`config.mk`:
```
export PLATFORM = sky130hd
export DESIGN_NAME = wb_ram_arbiter
export DESIGN_NICKNAME = d
export VERILOG_FILES = /design/src/rtl/wb_ram_arbiter.sv
export SDC_FILE = /design/constraint.sdc
export NUM_CORES = 1
export LEC_CHECK = 0
export CAP_MARGIN = 20
export CORE_AREA = 8 8 144 146
export DETAILED_ROUTE_END_ITERATION = 10
export DIE_AREA = 0 0 152 154
export GPL_TIMING_DRIVEN = 0
export PLACE_DENSITY = 0.63
export SLEW_MARGIN = 20
export SYNTH_ARGS = -nofsm -noshare
export SYNTH_HDL_FRONTEND = slang
export SYNTH_SLANG_ARGS = --single-unit
```
`constraint.sdc`:
```
create_clock -name wb_clk_i -period 2.5 [get_ports wb_clk_i]
set_clock_uncertainty 0.05 [all_clocks]
set_input_delay 0.25 -clock wb_clk_i [delete_from_list [all_inputs] [get_ports wb_clk_i]]
set_output_delay 0.25 -clock wb_clk_i [all_outputs]
set_load 0.03 [all_outputs]
```
`src/rtl/wb_ram_arbiter.sv`:
```
// Round-robin Wishbone B3 arbiter: several masters share one RAM slave port.
// A grant is taken in IDLE and held in BUSY until the granted master drops cyc.
// A per-transfer watchdog returns an error to the granted master when the slave
// stays silent for TIMEOUT strobed cycles.
module wb_ram_arbiter #(
  parameter int NUM_MASTERS = 3,
  parameter int aw          = 32,
  parameter int dw          = 32,
  parameter int TIMEOUT     = 255
) (
  input  logic                     wb_clk_i,
  input  logic                     wb_rst_i,
  // master side
  input  logic [NUM_MASTERS*aw-1:0] wbm_adr_i,
  input  logic [NUM_MASTERS*dw-1:0] wbm_dat_i,
  input  logic [NUM_MASTERS*4-1:0]  wbm_sel_i,
  input  logic [NUM_MASTERS-1:0]    wbm_we_i,
  input  logic [NUM_MASTERS-1:0]    wbm_cyc_i,
  input  logic [NUM_MASTERS-1:0]    wbm_stb_i,
  input  logic [NUM_MASTERS*3-1:0]  wbm_cti_i,
  input  logic [NUM_MASTERS*2-1:0]  wbm_bte_i,
  output logic [dw-1:0]             wbm_dat_o,
  output logic [NUM_MASTERS-1:0]    wbm_ack_o,
  output logic [NUM_MASTERS-1:0]    wbm_err_o,
  output logic [NUM_MASTERS-1:0]    wbm_rty_o,
  // slave side
  output logic [aw-1:0]             wbs_adr_o,
  output logic [dw-1:0]             wbs_dat_o,
  output logic [3:0]                wbs_sel_o,
  output logic                      wbs_we_o,
  output logic                      wbs_cyc_o,
  output logic                      wbs_stb_o,
  output logic [2:0]                wbs_cti_o,
  output logic [1:0]                wbs_bte_o,
  input  logic [dw-1:0]             wbs_dat_i,
  input  logic                      wbs_ack_i,
  input  logic                      wbs_err_i,
  input  logic                      wbs_rty_i,
  // arbitration status
  output logic [NUM_MASTERS-1:0]    grant_o
);

  localparam int IW = (NUM_MASTERS > 1) ? $clog2(NUM_MASTERS) : 1;
  localparam int CW = (TIMEOUT > 0) ? $clog2(TIMEOUT + 1) : 1;
  localparam logic [IW-1:0] LAST_RST = IW'(NUM_MASTERS - 1);
  localparam logic [CW-1:0] TO_VAL   = CW'(TIMEOUT);

  typedef enum logic [0:0] {IDLE = 1'b0, BUSY = 1'b1} state_t;

  state_t                 state_q, state_d;
  logic [NUM_MASTERS-1:0] grant_q, grant_d;
  logic [IW-1:0]          gidx_q, gidx_d;   // index of the granted master
  logic [IW-1:0]          last_q, last_d;   // last master that owned the bus
  logic [CW-1:0]          cnt_q, cnt_d;     // silent-slave watchdog

  logic          found_s;
  logic [IW-1:0] next_idx_s;
  logic          g_cyc_s;
  logic          g_stb_s;
  logic          resp_s;
  logic          timeout_s;

  // Round-robin search starting one past the last owner.
  always_comb begin
    found_s    = 1'b0;
    next_idx_s = last_q;
    for (int k = 1; k <= NUM_MASTERS; k++) begin
      if (!found_s && wbm_cyc_i[(int'(last_q) + k) % NUM_MASTERS]) begin
        found_s    = 1'b1;
        next_idx_s = IW'((int'(last_q) + k) % NUM_MASTERS);
      end else begin
        found_s    = found_s;
      end
    end
  end

  assign g_cyc_s   = wbm_cyc_i[gidx_q];
  assign g_stb_s   = wbm_stb_i[gidx_q];
  assign resp_s    = wbs_ack_i | wbs_err_i | wbs_rty_i;
  // The watchdog only fires while a transfer is owned; it is cleared in IDLE.
  assign timeout_s = (state_q == BUSY) && (cnt_q == TO_VAL);

  // Next-state logic for arbitration FSM and watchdog.
  always_comb begin
    state_d = state_q;
    grant_d = grant_q;
    gidx_d  = gidx_q;
    last_d  = last_q;
    cnt_d   = {CW{1'b0}};
    case (state_q)
      IDLE: begin
        if (found_s) begin
          state_d = BUSY;
          gidx_d  = next_idx_s;
          for (int i = 0; i < NUM_MASTERS; i++) begin
            grant_d[i] = (next_idx_s == IW'(i));
          end
        end else begin
          grant_d = {NUM_MASTERS{1'b0}};
        end
      end
      BUSY: begin
        if (!g_cyc_s) begin
          state_d = IDLE;
          grant_d = {NUM_MASTERS{1'b0}};
          last_d  = gidx_q;
        end else if (resp_s || timeout_s) begin
          cnt_d   = {CW{1'b0}};
        end else if (g_stb_s) begin
          cnt_d   = cnt_q + CW'(1);
        end else begin
          cnt_d   = cnt_q;
        end
      end
      default: begin
        state_d = IDLE;
        grant_d = {NUM_MASTERS{1'b0}};
      end
    endcase
  end

  // State registers; reset parks the pointer so master 0 wins first.
  always_ff @(posedge wb_clk_i or posedge wb_rst_i) begin
    if (wb_rst_i) begin
      state_q <= IDLE;
      grant_q <= {NUM_MASTERS{1'b0}};
      gidx_q  <= LAST_RST;
      last_q  <= LAST_RST;
      cnt_q   <= {CW{1'b0}};
    end else begin
      state_q <= state_d;
      grant_q <= grant_d;
      gidx_q  <= gidx_d;
      last_q  <= last_d;
      cnt_q   <= cnt_d;
    end
  end

  // Slave request mux: only the granted master's strobe can reach the slave.
  always_comb begin
    wbs_adr_o = wbm_adr_i[gidx_q*aw +: aw];
    wbs_dat_o = wbm_dat_i[gidx_q*dw +: dw];
    wbs_sel_o = wbm_sel_i[gidx_q*4 +: 4];
    wbs_we_o  = wbm_we_i[gidx_q];
    wbs_cti_o = wbm_cti_i[gidx_q*3 +: 3];
    wbs_bte_o = wbm_bte_i[gidx_q*2 +: 2];
    if (state_q == BUSY) begin
      wbs_cyc_o = g_cyc_s;
      wbs_stb_o = g_stb_s & ~timeout_s;
    end else begin
      wbs_cyc_o = 1'b0;
      wbs_stb_o = 1'b0;
    end
  end

  // Termination routing back to the granted master only.
  always_comb begin
    wbm_ack_o = {NUM_MASTERS{1'b0}};
    wbm_err_o = {NUM_MASTERS{1'b0}};
    wbm_rty_o = {NUM_MASTERS{1'b0}};
    if (state_q == BUSY) begin
      wbm_ack_o[gidx_q] = wbs_ack_i & ~timeout_s;
      wbm_err_o[gidx_q] = wbs_err_i | timeout_s;
      wbm_rty_o[gidx_q] = wbs_rty_i & ~timeout_s;
    end else begin
      wbm_ack_o = {NUM_MASTERS{1'b0}};
    end
  end

  assign wbm_dat_o = wbs_dat_i;
  assign grant_o   = grant_q;

endmodule

```
# == Yosys cells after proc, flatten, opt, wreduce, memory -nomap -nowiden ==
# Cells that the tools add are included.
# classes
addsub,4
multipliers,1
div_mod_pow,3
order_cmp,5
eq_ne,5
n_shift,5
muxes,38
n_bitwise,12
n_reduce_logical,10
# ops
cell,n
indexed part select 96 x 8 -> 32 bit,2
"< comparator 32 x 4 -> 1 bit, second input constant",3
"modulo 32 x 3 -> 32 bit, second input constant",3
two-way mux 8 bit,4
two-way mux 1 bit,17
two-way mux 3 bit,5
binary-select mux 1 bit (select 2 bit),6
indexed part select 12 x 5 -> 4 bit,1
bitwise AND 3 bit,3
indexed part select 9 x 5 -> 3 bit,1
"adder 8 x 1 -> 8 bit, second input constant",1
"equality test 8 bit, second input constant",1
"adder 2 x 2 -> 3 bit, second input constant",2
two-way mux 2 bit,3
one-hot mux 3 bit (2 select lines),1
indexed part select 6 x 4 -> 2 bit,1
logical AND 1 bit,4
"multiplier 2 x 2 -> 4 bit, second input constant",1
"!= test 4 x 2 -> 1 bit, second input constant",1
AND reduction 2 bit,2
"adder 2 x 1 -> 3 bit, second input constant",1
bitwise AND 1 bit,3
"< comparator 2 x 3 -> 1 bit, second input constant",1
inverter 1 bit,3
10 further kinds,13
# word_totals
regBits,16
latchBits,0
mem_bits_rw,0
romBits,0
input_bits,265
elab_cells,88
n_memories,0

# == Depth between registers and ports, before layout ==
# logic_depth
depth_word,15
mapped_depth,8
mapped_depth_nobuf,7

# == Least setup slack after synthesis ==
# OpenSTA, ideal clock, no wires.
# synth_timing
path_kind,flip-flop to output port
startpoint,register gidx_q[1]
endpoint,output wbs_adr_o[0]
arrival_ns,1.850
slack_ns,0.350
stages_incl_launch_ff,5
path_buffers,2
path_cell_list,dfstp_2 clkbuf_1 buf_2 mux2i_1 o21ai_0
# synth_between
elab_chain_cells,1
# synth_rtl
item,line_no,text
"start, declared",52,"logic [IW-1:0] gidx_q, gidx_d;"
"start signal, assigned",133,gidx_q <= gidx_d;
indexed part select 96 x 8 -> 32 bit,141,wbs_adr_o = wbm_adr_i[gidx_q*aw +: aw];
"end, declared",27,"output logic [aw-1:0] wbs_adr_o,"
# Every way passes these cells.

# == Worst setup path after layout ==
# layout_timing
startpoint,register gidx_q[1]
endpoint,output wbs_dat_o[14]
# layout_between
elab_chain_cells,1
# layout_rtl
item,line_no,text
indexed part select 96 x 8 -> 32 bit,142,wbs_dat_o = wbm_dat_i[gidx_q*dw +: dw];
"end, declared",28,"output logic [dw-1:0] wbs_dat_o,"
# Every way passes these cells.

==> results.json <==
{
  "worstSetupPathType": "reg -> out",
  "die_h_um": 154,
  "grt_max_degree": 17,
  "end_kind": "output port",
  "track_usage_pct": 16.3,
  "worst-path-max-fanout": 10,
  "synth_compound_area_share_pct": 19.3,
  "cts.sinks": 16,
  "synth_area_per_cell_sq_um": 7.13,
  "yosysUniqueCellTypes": 45,
  "period_share_pct": 96.9,
  "synthMuxAreaShare_pct": 29.9,
  "start_kind": "flop",
  "cts_max_level": 1,
  "power_density_nw_per_um2": 1010,
  "start_util_pct": 15.4,
  "rows": 50,
  "portBuffers": 352,
  "seqPwrFrac_pct": 6.2,
  "run_status": "finished, final reports clean",
  "synth_top_family_by_area": "multiplexers",
  "grt_overflow": 0,
  "clkLatencyLatePin_ps": 250,
  "synth-xor-area-share_pct": 2.16,
  "num_io_pins": 385,
  "ant_nets": 0,
  "max_cap_viol_count": 0,
  "vias": 4121,
  "cts_max_path_buffers": 2,
  "nFillCells": 1960,
  "synth_edf_count": 0,
  "required_ps": 2200,
  "post_dp_cell_area_sq_um": 6650,
  "synthArstFlopShare_pct": 100,
  "drt-initial-drc-count": 248,
  "antenna_cells": 0,
  "dieArea_sq_um": 23400,
  "final_common_cell": "clkdlybuf4s50_1",
  "hold_violations": 0,
  "wl_um": 20600,
  "synth_nets": 668,
  "nets": 1025,
  "core_sq_um": 18500,
  "cts-buffers-inserted": 3,
  "fin_util_pct": 36.1,
  "critPathMaxStageDelay_ps": 600,
  "rsz0062_at_grt": "no",
  "worst_slack_ps": 77.4,
  "p_sw_share_pct": 59.0,
  "final_area_sq_um": 6660,
  "crit_buf_inv": 3,
  "hpwl_um": 17700,
  "power_frac_comb_pct": 88.7,
  "area_growth_pct": 135,
  "seq_area_sq_um": 403,
  "hp-class": "in -> async",
  "p_sw_w": 0.00397,
  "drive_gt1_share_pct": 12.5,
  "vias_per_cell": 4.17,
  "min_period_ps": 2420,
  "yosysWarnings": 0,
  "grt_pass1_vias": 4248,
  "arrival_ps": 2120,
  "dpl.cell_count": 984,
  "ir_drop_uv": 708,
  "fin_hold_ws_ps": 341,
  "drv_slew": 0,
  "post-place-ws_ps": -924,
  "gp_congestion": 0.824,
  "synthCells": 398,
  "synth_fa_ha_area_share_pct": 2.21,
  "max_slew_margin_pct": 56.8,
  "max_freq_mhz": 413,
  "die_w_um": 152,
  "wl_per_cell_um": 20.8,
  "dr.pass1.iters": 4,
  "critPathTopFamily": "buffers and inverters",
  "tightest_slew_ps": 647,
  "cp_slowest_cell": "dfstp_2",
  "multi_input_area_sq_um": 2060,
  "ys.flop_type": "dfrtp_1",
  "layout_common_cells": "clkdlybuf4s50_1 (267), nand2_1 (82), mux2i_1 (81)",
  "ys_ff_latch": 16,
  "path_clk_slew_ps": 50,
  "cts_tree": "yes",
  "leakagePower_nw": 3.00,
  "setup-violations-final": 0,
  "stdcell_count": 988,
  "p_int_w": 0.00275,
  "grt_pass1_wl_um": 29100,
  "synthSimpleGateAreaFrac_pct": 18.7,
  "crit_chain": "clkbuf_8, buf_4, mux2i_1, o21ai_0, dlygate4sd2_1",
  "syn_area_sq_um": 2840,
  "antenna_found_initial": 0,
  "ys_seq_area_share_pct": 14.2,
  "clock-root-buffer": "clkbuf_16",
  "p_clk_share_pct": 5.1,
  "drc_errors": 0
}
final cells by class:
type	count	area share, %
buffer	61	6.29
sequential	16	6.05
timing repair buffer	352	50.7
clock buffer	4	1.33
multi-input combinational	316	31.0
tap	234	4.40
inverter	5	0.282
worst reg2reg max path: stages, from the launching register on:
cell      delay (ps)
dfstp_2          570
inv_1             80
ha_1             240
mux2i_1          250
o22a_1           220
nor4_1            70
a211oi_1         430
mux2_4           230
metal layers:
layer,GRT usage (%),part of all wire (%)
met5,0,0
met3,4.01,6.8
met2,29.9,51
met4,2.05,1.0
met1,19.4,41
final timing paths:
kind / cells past startpoint / startpoint / slack, ps / to
min in group wb_clk_i: 2 / grant_o[0] / 440 / grant_o[0]
setup / recovery: 5 / gidx_q[1] / 80 / wbs_dat_o[14]
setup reg to reg: 7 / last_q[1] / 300 / gidx_q[0]
max in group asynchronous: 2 / wb_rst_i / 1640 / state_q
hold reg to reg: 2 / grant_o[0] / 440 / grant_o[0]
hold / removal: 2 / wb_rst_i / 340 / grant_o[2]
cells by family after synthesis:
kind of cell | after synthesis
muxes | 84
DFF | 16
buffers and inverters | 66
AOI/OAI and AO/OA | 96
xor gates and xnor gates | 7
adders and majority gates | 5
and+or+nand+nor | 124
synth_stat cells, drive strengths merged, types with 3 or more instances:
library cell / count / area, sq um
dfrtp: 14 / 350
xor2: 6 / 52.6
nand4: 4 / 25.0
o22ai: 3 / 25.0
o21ai: 77 / 385
o2bb2ai: 3 / 32.5
ha: 5 / 62.6
and3: 3 / 18.8
nand2: 82 / 308
nor3: 3 / 15.0
nand2b: 3 / 18.8
mux2: 3 / 37.5
mux2i: 81 / 811
clkbuf: 16 / 60.1
buf: 45 / 307
nor2: 19 / 71.3
inv: 5 / 18.8
state kept, by name (all words and copies together) (netlist names):
name / count
gidx_q: 2
last_q: 2
state_q: 1
cnt_q: 8
grant_o: 3
stage by stage:
stage,setup TNS (ps),power (W)
2_1_floorplan,0,0.00409
3_3_place_gp,-39270,0.00689
3_5_place_dp,-36690,0.00688
4_1_cts,0,0.00687
5_1_grt,0,0.00716
6_report,0,0.00672
power by group through the flow:
| stage | combinational (W) | sequential [W] | clock (W) |
|---|---|---|---|
| 2_1_floorplan | 0.00367 | 0.000420 | 0 |
| 3_3_place_gp | 0.00647 | 0.000418 | 0 |
| 3_5_place_dp | 0.00646 | 0.000419 | 0 |
| 4_1_cts | 0.00610 | 0.000417 | 0.000351 |
| 5_1_grt | 0.00637 | 0.000428 | 0.000361 |
| 6_report | 0.00596 | 0.000419 | 0.000344 |
timing repair:
action	in CTS	in global routing
setup buffers	0	0
hold buffers	0	0
gates resized for setup	135	56
endpoints found under the setup margin	84	70
Note: power is estimated with default switching activity, not from simulation.
